===== config.mk =====
export PLATFORM = sky130hd
export DESIGN_NAME = register_write_arbiter
export DESIGN_NICKNAME = d
export VERILOG_FILES = /design/src/rtl/register_write_arbiter.sv
export SDC_FILE = /design/constraint.sdc
export NUM_CORES = 1
export LEC_CHECK = 0
export CAP_MARGIN = 20
export CELL_PAD_IN_SITES_DETAIL_PLACEMENT = 1
export CELL_PAD_IN_SITES_GLOBAL_PLACEMENT = 2
export CORE_MARGIN = 2
export CORE_UTILIZATION = 17
export CTS_CLUSTER_SIZE = 16
export DETAILED_ROUTE_END_ITERATION = 8
export GPL_ROUTABILITY_DRIVEN = 1
export PLACE_DENSITY = 0.83
export SLEW_MARGIN = 20
export SYNTH_ARGS = -nofsm -noshare
export SYNTH_HDL_FRONTEND = slang
export SYNTH_SLANG_ARGS = --single-unit

===== constraint.sdc =====
create_clock -name i_Clock -period 2.3 [get_ports i_Clock]
set_input_delay 0.46 -clock i_Clock [delete_from_list [all_inputs] [get_ports i_Clock]]
set_output_delay 0.46 -clock i_Clock [all_outputs]
set_load 0.02 [all_outputs]

===== src/rtl/register_write_arbiter.sv =====
// Round-robin arbiter that shares the register file's single write port
// between NUM_SOURCES writeback requesters, with a one-cycle registered write.
module register_write_arbiter #(
  parameter int XLEN           = 32,
  parameter int REG_ADDR_WIDTH = 5,
  parameter int NUM_SOURCES    = 3
) (
  input  logic                                  i_Clock,
  input  logic                                  i_Reset_N,
  input  logic [NUM_SOURCES-1:0]                i_Src_Valid,
  output logic [NUM_SOURCES-1:0]                o_Src_Ready,
  input  logic [NUM_SOURCES*REG_ADDR_WIDTH-1:0] i_Src_Addr,
  input  logic [NUM_SOURCES*XLEN-1:0]           i_Src_Data,
  output logic                                  o_Write_Enable,
  output logic [REG_ADDR_WIDTH-1:0]             o_Write_Addr,
  output logic [XLEN-1:0]                       o_Write_Data,
  output logic [$clog2(NUM_SOURCES)-1:0]        o_Grant_Id
);

  localparam int ID_W = $clog2(NUM_SOURCES);

  // Handshake: source k transfers on a rising edge where i_Src_Valid[k] and
  // o_Src_Ready[k] are both 1. A requester holds valid/addr/data stable until
  // ready; ready is never a function of the source's own addr or data.

  logic [ID_W-1:0]           rr_ptr;
  logic [ID_W-1:0]           sel;
  logic [ID_W:0]             idx;
  logic                      found;
  logic [NUM_SOURCES-1:0]    src_ready;
  logic [REG_ADDR_WIDTH-1:0] sel_addr;
  logic [XLEN-1:0]           sel_data;
  logic                      transfer;

  // Scan from the pointer upward with wrap; idx is one bit wider to hold ptr+i.
  always_comb begin
    found = 1'b0;
    sel   = '0;
    idx   = '0;
    for (int i = 0; i < NUM_SOURCES; i++) begin
      idx = {1'b0, rr_ptr} + (ID_W+1)'(i);
      if (idx >= (ID_W+1)'(NUM_SOURCES)) idx = idx - (ID_W+1)'(NUM_SOURCES);
      if (!found && i_Src_Valid[idx[ID_W-1:0]]) begin
        found = 1'b1;
        sel   = idx[ID_W-1:0];
      end
    end
  end

  // Ready is forced low while reset is asserted, regardless of requests.
  always_comb begin
    src_ready = '0;
    sel_addr  = '0;
    sel_data  = '0;
    for (int k = 0; k < NUM_SOURCES; k++) begin
      if (i_Reset_N && found && (sel == ID_W'(k))) begin
        src_ready[k] = 1'b1;
        sel_addr     = i_Src_Addr[k*REG_ADDR_WIDTH +: REG_ADDR_WIDTH];
        sel_data     = i_Src_Data[k*XLEN +: XLEN];
      end
    end
  end

  assign transfer    = |src_ready;
  assign o_Src_Ready = src_ready;

  always_ff @(posedge i_Clock or negedge i_Reset_N) begin
    if (!i_Reset_N) begin
      rr_ptr         <= '0;
      o_Write_Enable <= 1'b0;
      o_Write_Addr   <= '0;
      o_Write_Data   <= '0;
      o_Grant_Id     <= '0;
    end else begin
      o_Write_Enable <= 1'b0;
      if (transfer) begin
        // x0 requests are consumed but never reach the register file.
        o_Write_Enable <= (sel_addr != '0);
        o_Write_Addr   <= sel_addr;
        o_Write_Data   <= sel_data;
        o_Grant_Id     <= sel;
        rr_ptr         <= (sel == ID_W'(NUM_SOURCES-1)) ? '0 : sel + ID_W'(1);
      end
    end
  end

endmodule


; Yosys cells after proc, flatten, opt, wreduce, memory -nomap -nowiden
; Index checks and enable logic that the tools add are counted.
[word_totals]
register_bits = 42
latch_bits = 0
mem_bits_rw = 0
mem_bits_ro = 0
in_bits = 116
out_inout_bits = 43
word_cells = 56
memories = 0
[op_classes]
n_addsub = 6
n_mul = 0
div = 0
n_lt_le_gt_ge = 6
eq_ne = 2
shift = 0
mux = 26
n_bitwise = 0
reduce_logical = 11
[ops]
columns = cell, count
row1 = 32-bit 2-to-1 mux, 3
row2 = 5-bit 2-to-1 mux, 3
row3 = 2-bit 2-to-1 mux, 7
row4 = 1-bit 2-to-1 mux, 10
row5 = "2-bit by 3-bit less-than comparator with 1-bit output, second input constant", 3
row6 = 1-bit binary-select mux with 2-bit select, 3
row7 = "3-bit by 2-bit >= comparator with 1-bit output, second input constant", 2
row8 = 1-bit logical AND, 6
row9 = "2-bit subtractor, second input constant", 3
row10 = 5-bit nonzero test, 1
row11 = "2-bit by 1-bit adder with 3-bit output, second input constant", 1
row12 = "2-bit by 2-bit adder with 3-bit output, second input constant", 1
row13 = 3-bit OR reduction, 1
row14 = "2-bit by 1-bit adder with 2-bit output, second input constant", 1
row15 = "2-bit by 1-bit equality test with 1-bit output, second input constant", 1
row16 = "2-bit equality test, second input constant", 1
row17 = "2-bit >= comparator, second input constant", 1
row18 = 1-bit logical NOT, 2
row19 = 2-bit logical NOT, 1

; Depth between registers and ports, before layout
; Gate-level depths: netlist (run 1).
[logic_depth]
word_depth = 18
depth_mapped = 11
mapped_depth_nobuf = 9

; Least setup slack after synthesis (run 1)
; OpenSTA, ideal clock, no wires.
[synth_timing]
kind = reg2out
startpoint = register rr_ptr[0]
endpoint = output port o_Src_Ready[0]
t_arrival_ps = 1977
required_ps = 1840
setup_slack_ps = -137
path_stages_with_launch = 9
n_path_buf = 1
cell_sequence = dfrtp_1 > inv_1 > ha_1 > nor2b_4 > a21oi_2 > o22ai_2 > o311a_4 > buf_2 > nor2b_1
[synth_via]
elab_chain_len = 14
word_cells_on_any_way = 31
cone_classes = 5 x add/sub / 3 x order compare / 16 x mux / 7 x reduce/logical
[synth_rtl]
columns = element, line
row1 = start: declaration, 26  ; logic [ID_W-1:0] rr_ptr;
row2 = start signal: assignment, 82  ; rr_ptr <= (sel == ID_W'(NUM_SOURCES-1)) ? '0 : sel + ID_W'(1);
row3 = branches (longest 12 deep; another with 2-bit by 1-bit adder with 3-bit output), -
row4 = 1-bit logical AND (*), 56  ; if (i_Reset_N && found && (sel == ID_W'(k))) begin
row5 = 1-bit 2-to-1 mux (*), 56
row6 = end: declaration, 11  ; output logic [NUM_SOURCES-1:0] o_Src_Ready,
; Every way passes the cells marked *. The select of a mux whose other input is x is not followed.

; Worst setup path in the final report (run 1)
[layout_timing]
startpoint = register rr_ptr[0]
endpoint = output port o_Src_Ready[2]
[layout_via]
elab_chain_len = 14
word_cells_on_any_way = 31
cone_classes = 5 x add/sub / 3 x order compare / 1 x eq/ne / 16 x mux / 6 x reduce/logical
[layout_rtl]
columns = element, line
row1 = branches (longest 12 deep; another with 2-bit by 1-bit adder with 3-bit output), -
row2 = 1-bit logical AND (*), 56
row3 = 1-bit 2-to-1 mux (*), 56
; Marked as above.

==> results.md, run 1 <==
- Critical Path Source: rr_ptr[0]
- Layout area overhead: 109%
- Gr usage total: between 10% and 20%
- F_max: 393 MHz
- Most used cell, CP: buf_6
- WHS: about 0.20 ns
- Min Clock Period, post-route: between 2 and 3 ns
- Initial DRC Count: 68
- Synthesized Nets: 342
- DR WL/cell: between 15 and 20 um
- Maximum vdd drop: ~0.77 mV
- Yosys top cell by area: dfrtp_1
- Global-route wire length before repair: 16000 um
- Vias in the first global route: 2929
- Grt total ovfl: 0
- Final worst slack: -0.246 ns
- Crit path max-delay cell type: dfrtp_1
- Max-Cap Viols: 0
- Crit-path max cell delay: 0.41 ns
- Cell variety after synth: 29
- Syn_area_per_cell: 10.2 um^2
- Initial core utilization: 17.2%
- CORE AREA: 13100 um^2
- Largest net degree at the start of global routing: 40
- Syn Inst Count: 222
- Rows: 42
- Fin crit share: 111%
- ANT nets after route: 0
- IO Count: ~160
- PwrDens: ~1400 nW/um^2
- Gate power share: a little under 70%
- Placer Congestion: approximately 0.8
- Layout cell share with drive strength beyond 1: about a fifth
- Dpl hpwl: between 7000 and 8000 um
- Avg Vias per Cell: around 4.5
- Final slew viol count: 0
- Sequential Power Share: approximately a fifth
- Status: finished, violations left
- Tightest Pin Transition: slightly below 0.5 ns
- DIE AREA: between 10000 and 15000 um^2
- Area share of the largest cell type after synthesis: 46.4%
- Netlist Area Pre-Place: approximately 2300 um^2
- Final setup violation count: 45
- Clock share of power: 11.8%
- Main area contributors after synthesis: dfrtp_1 (46%), a22oi_1 (23%), o21ai_1 (7.3%)
- Worst-path cell chain: inv_2 -> ha_4 -> nor2b_4 -> a21oi_4 -> o22ai_4 -> buf_6 -> o21ai_4 -> and2_4 -> buf_6
- CTS tree: done
- Clock Skews: about 0.0026 ns
- Pint: 4.00 mW
- # H-tree levels: 2
- Antenna violations before repair: 0
- Startpoint types: flip-flop
- Die width: 119 um
- Detailed-route via count: ~2700
- Root Driver: clkbuf_16
- Net Sw Power: roughly 2.8 mW
- Failing checks: setup timing
- Switching share of power: 40.9%
- Synth warnings: 0
- Hold Vio Cnt, Final: 0
- Worst relative slew slack: roughly two thirds
- Post-Route WL: 10900 um
- Crit path DAT: ~2.1 ns
- DR DRC count: 0
- Hold crit path type: input port to asynchronous set/reset pin
- Final Instance Area: 4740 um^2
- Seq/Total Area, Yosys: between 40% and 50%
- Total CTS buffers: 5
- FF-to-FF Start: rr_ptr[0]
- Post-cts hold buffer count: 0
- Critical path class: flip-flop to output port
- 1st-pass router iterations: 4
- IO buf count: between 150 and 200
- # diodes: 0
- RSZ-0062 raised after global routing: true
- Leakage: ~1.9 nW
- Layout Nets: 529
- Endpoint class of the critical path: output port
- Fill count: 1502
- Seq cells post-synth: 42
- WP data required: 1.84 ns
- Clk Latency, worst-skew pair: approximately 0.28 ns
- Cell Area, Placed: approximately 4100 um^2
- Clock slew at reported path FFs: ~0.06 ns
- Die Height: 119 um
- Crit path max fanout: 4
- Clock Path Buffers: 2
- Clk sinks: 42
==> cells in the mapped netlist, drive strengths merged <==
cell type	n
buf	12
a221o	2
nand3b	1
o311ai	1
a22oi	68
nand4	2
inv	5
o31ai	1
o311a	1
clkbuf	8
a22o	2
mux2i	3
ha	4
o21ai	36
a21o	3
nor2	7
dfrtp	42
nand2b	1
a21oi	1
nor2b	5
and2	1
mux2	3
nand2	11
o22ai	2
==> through the flow <==
step | cells | total power [mW] | utilization [%] | setup TNS [ns] | setup WS (ns)
after floorplan | 222 | 3.38 | - | 0 | 0.00919
after global placement | 552 | 4.94 | 31.4 | -13.46 | -0.605
after detailed placement | 552 | 5.05 | 31.4 | -19.20 | -0.712
after CTS | 579 | 6.67 | 35.4 | -5.05 | -0.231
after global routing | 586 | 7.22 | 36.1 | -12.09 | -0.352
final | 586 | 6.77 | 36.1 | -6.12 | -0.246
==> metal layers <==
metal	global-route usage (%)	vias up	part of all wire [%]
met5	0	-	0
met3	4.41	9	6.6
met1	16.2	1320	40
li1	-	1234	-
met4	3.16	0	1.1
met2	27.1	97	53
==> worst paths after layout <==
kind	endpoint	slack [ns]	cells after the start
worst max-delay path	o_Src_Ready[2]	-0.25	9
worst min-delay path	o_Write_Addr[4]	0.20	2
worst max register to register	o_Write_Enable	-0.19	11
worst min register to register	o_Write_Addr[2]	0.48	2
max in group asynchronous	o_Write_Data[1]	1.62	2
min in group i_Clock	o_Write_Addr[2]	0.48	2
==> cell type report <==
type                    count  area, um^2  area share, %
clock buffers               7         133           2.80
clock inverters             1        30.0          0.633
inverters                   5        18.8          0.396
multi-input cells         155        1260           26.5
flip-flops and latches     42        1050           22.2
well taps                 176         220           4.64
repair buffers            200        2030           42.8
==> flip-flops by register name, summed over array words and instances (netlist names) <==
signal          count
o_Write_Data       32
o_Write_Addr        5
o_Grant_Id          2
rr_ptr              2
o_Write_Enable      1
==> timing repair <==
item | 4_1_cts | 5_1_grt
hold endpoints to repair | 0 | 0
resized for setup | 54 | 7
setup buffers | 17 | 6
gates cloned | 2 | 2
setup endpoints to repair | 42 | 44
pin swaps | 12 | 14
==> layout by cell type, fill, tap and decap left out, types with 2 or more instances in the layout <==
cell type	n
o21ai_1	35
inv_1	4
nand2_2	3
ha_4	3
mux2_4	3
nand2_1	8
clkbuf_16	7
a22oi_1	64
a221o_1	2
nor2b_1	3
clkdlybuf4s50_1	153
buf_6	7
o22ai_4	2
buf_4	31
a22oi_2	4
nor2b_4	2
buf_12	3
clkbuf_1	2
nor2_2	2
bufbuf_16	2
dfrtp_1	41
nor2_1	5
a21o_1	3
a22o_1	2
nand4_1	2
==> critical path: cells and delay by family, from the launching register on <==
family,cells,cell delay [ns]
and+or+nand+nor,2,0.34
AOI/OAI and AO/OA,3,0.47
adders and majority gates,1,0.22
buffers and inverters,3,0.36
DFF,1,0.41
==> power by group through the flow <==
stage	combinational (mW)	sequential (mW)	clock (mW)
2_1_floorplan	1.65	1.73	0
3_3_place_gp	3.62	1.32	0
3_5_place_dp	3.72	1.33	0
4_1_cts	4.51	1.33	0.830
5_1_grt	4.98	1.38	0.857
6_report	4.64	1.34	0.798
==> cells by family after synthesis <==
kind of cell | Yosys count | share of synthesized area (%)
AO/OA/AOI/OAI | 117 | 36.2
adder cells (fa/ha/maj) | 4 | 2.21
buffers and inverters | 25 | 6.18
flip-flops | 42 | 46.4
multiplexers | 6 | 2.82
AND/OR/NAND/NOR | 28 | 6.24
No activity file was read; power rests on OpenSTA's default activity.
==> inputs of run 2 (changes only) <==
CORE_UTILIZATION = 20   (was 17)
MAX_ROUTING_LAYER = met4   (was not set)
PLACE_DENSITY = 0.91   (was 0.83)
clock period = 2.97 ns   (was 2.3 ns; I/O delays follow)
==> results.md, run 2 (synthesized netlist as in run 1, its figures left out) <==
- DIE AREA: between 10000 and 15000 um^2
- Critical R2R Capture: o_Write_Enable
- Global-route wire length before repair: 14900 um
- Clock Path Buffers: 2
- Final setup violation count: 0
- Worst relative slew slack: a little under 70%
- Total CTS buffers: 5
- Final Util: between 30 and 40%
- CTS tree: done
- Total power draw: about 4.5 mW
- Vias in the first global route: around 2800
- Layout cell share with drive strength beyond 1: a little under an eighth
- Final worst slack: approximately 0.07 ns
- Leakage: 1.70 nW
- R2r worst-path depth: 11
- Hold Vio Cnt, Final: 0
- WP data required: approximately 2.4 ns
- FF-to-FF Start: rr_ptr[1]
- RSZ-0062 raised after global routing: false
- Largest net degree at the start of global routing: 40
- DR WL/cell: between 15 and 20 um
- Dpl hpwl: ~7000 um
- Area of the multi-input gates: between 1000 and 1500 um^2
- Crit path max fanout: 4
- Layout Nets: around 510
- Startpoint types: input port
- Die width: approximately 110 um
- 1st-pass router iterations: 4
- Maximum vdd drop: 0.415 mV
- Fin crit share: ~100%
- Clock slew at reported path FFs: about 0.06 ns
- # diodes: 0
- Final setup TNS: 0 ns
- Clock Skews: ~0.0058 ns
- Status: complete, no violations
- Initial core utilization: between 20% and 30%
- Layout area overhead: 87.8%
- Root Driver: clkbuf_16
- IO Count: about 160
- Critical path class: input port to output port
- Worst slack, placed: -0.223 ns
- Endpoint class of the critical path: output port
- Detailed-route via count: about 2600
- # H-tree levels: 2
- Rows: 38
- Reg2Reg Setup Slack: about 0.23 ns
- Grt total ovfl: 0
- Placer Congestion: between 0.8 and 0.9
- Antenna violations before repair: 0
- ANT nets after route: 0
- IO buf count: ~160
- DR DRC count: 0
- Non-filler cells in the finished layout: 526
- Tightest Pin Transition: 0.491 ns
- F_max: about 340 MHz
- Most common cell after layout, fill and taps aside: clkdlybuf4s50_1
- Most frequent cells in the layout: clkdlybuf4s50_1 (153), a22oi_1 (68), dfrtp_1 (42)
- Setup crit end: o_Src_Ready[1]
- Fill count: between 1000 and 1500
- Clk Latency, worst-skew pair: about 0.28 ns
- Crit path DAT: 2.31 ns
- Clk sinks: 42
- Inst Count DP: approximately 520
- Die Height: around 110 um
- Min Clock Period, post-route: between 2 and 3 ns
- Critical Path Source: i_Src_Valid[2]
- CORE AREA: between 10000 and 15000 um^2
- Largest Register: o_Write_Data
- Initial DRC Count: about 130
- Final slew viol count: 0
- Biggest registers after layout: o_Write_Data: 32 flops, o_Write_Addr: 5 flops
- Reg area: ~1100 um^2
- PwrDens: 1050 nW/um^2
- Max-Cap Viols: 0
- Max reg flops: 32
- Post-Route WL: just over 9000 um
- Gr usage total: approximately 15%
- Hold crit path type: input port to asynchronous set/reset pin
- Avg Vias per Cell: 4.88
## run 2: area by class of cell
| cell class | count | area share (%) |
|---|---|---|
| Clock buffer | 5 | 2.94 |
| Clock inverter | 3 | 1.03 |
| Inverter | 5 | 0.441 |
| Multi-Input combinational cell | 155 | 26.6 |
| Sequential cell | 42 | 24.7 |
| Tap cell | 140 | 4.12 |
| Timing Repair Buffer | 176 | 40.2 |
## run 2: per-layer routing
layer | vias up | part of all wire (%) | track usage (%)
met5 | - | 0 | -
met4 | 0 | 1.8 | 4.08
met3 | 12 | 7.2 | 4.12
met2 | 121 | 49 | 26.5
met1 | 1250 | 42 | 17.8
li1 | 1182 | - | -
## run 2: worst min-delay path by stage
| stage | start | to | slack (ns) | cells after the start |
|---|---|---|---|---|
| 4_1_cts | i_Reset_N | rr_ptr[1] | 0.21 | 1 |
| 2_1_floorplan | i_Reset_N | o_Grant_Id[0] | 0.30 | 0 |
| 3_5_place_dp | o_Grant_Id[1] | o_Grant_Id[1] | 0.47 | 1 |
| 3_3_place_gp | o_Grant_Id[1] | o_Grant_Id[1] | 0.46 | 1 |
| 5_1_grt | i_Reset_N | rr_ptr[1] | 0.22 | 1 |
| 6_report | i_Reset_N | rr_ptr[1] | 0.20 | 1 |
## run 2: where the power goes
part / internal, mW / total (mW) / switching (mW)
Combinational: 1.31 / 2.84 / 1.52
Sequential: 0.866 / 1.02 / 0.153
Clock: 0.398 / 0.627 / 0.229
## run 2: critical path, stage by stage
cell,delay [ns]
clkdlybuf4s50_1,0.50
mux2i_2,0.25
nand2_1,0.11
a21o_1,0.20
buf_4,0.15
o22ai_4,0.16
clkdlybuf4s15_1,0.34
## run 2: timing repair
action | CTS | global route
pin swaps | 0 | 1
endpoints found under the setup margin | 3 | 3
hold buffers | 0 | 0
buffers inserted | 0 | 1
gates cloned | 0 | 0
gates resized for setup | 7 | 10
## run 2: metrics by stage
| stage | cell area [um^2] | hold slack (ns) |
|---|---|---|
| 2_1_floorplan | 2270 | 0.298 |
| 5_1_grt | 4260 | 0.217 |
| 6_report | 4260 | 0.204 |
| 3_3_place_gp | 4060 | 0.460 |
| 4_1_cts | 4230 | 0.211 |
| 3_5_place_dp | 4060 | 0.466 |
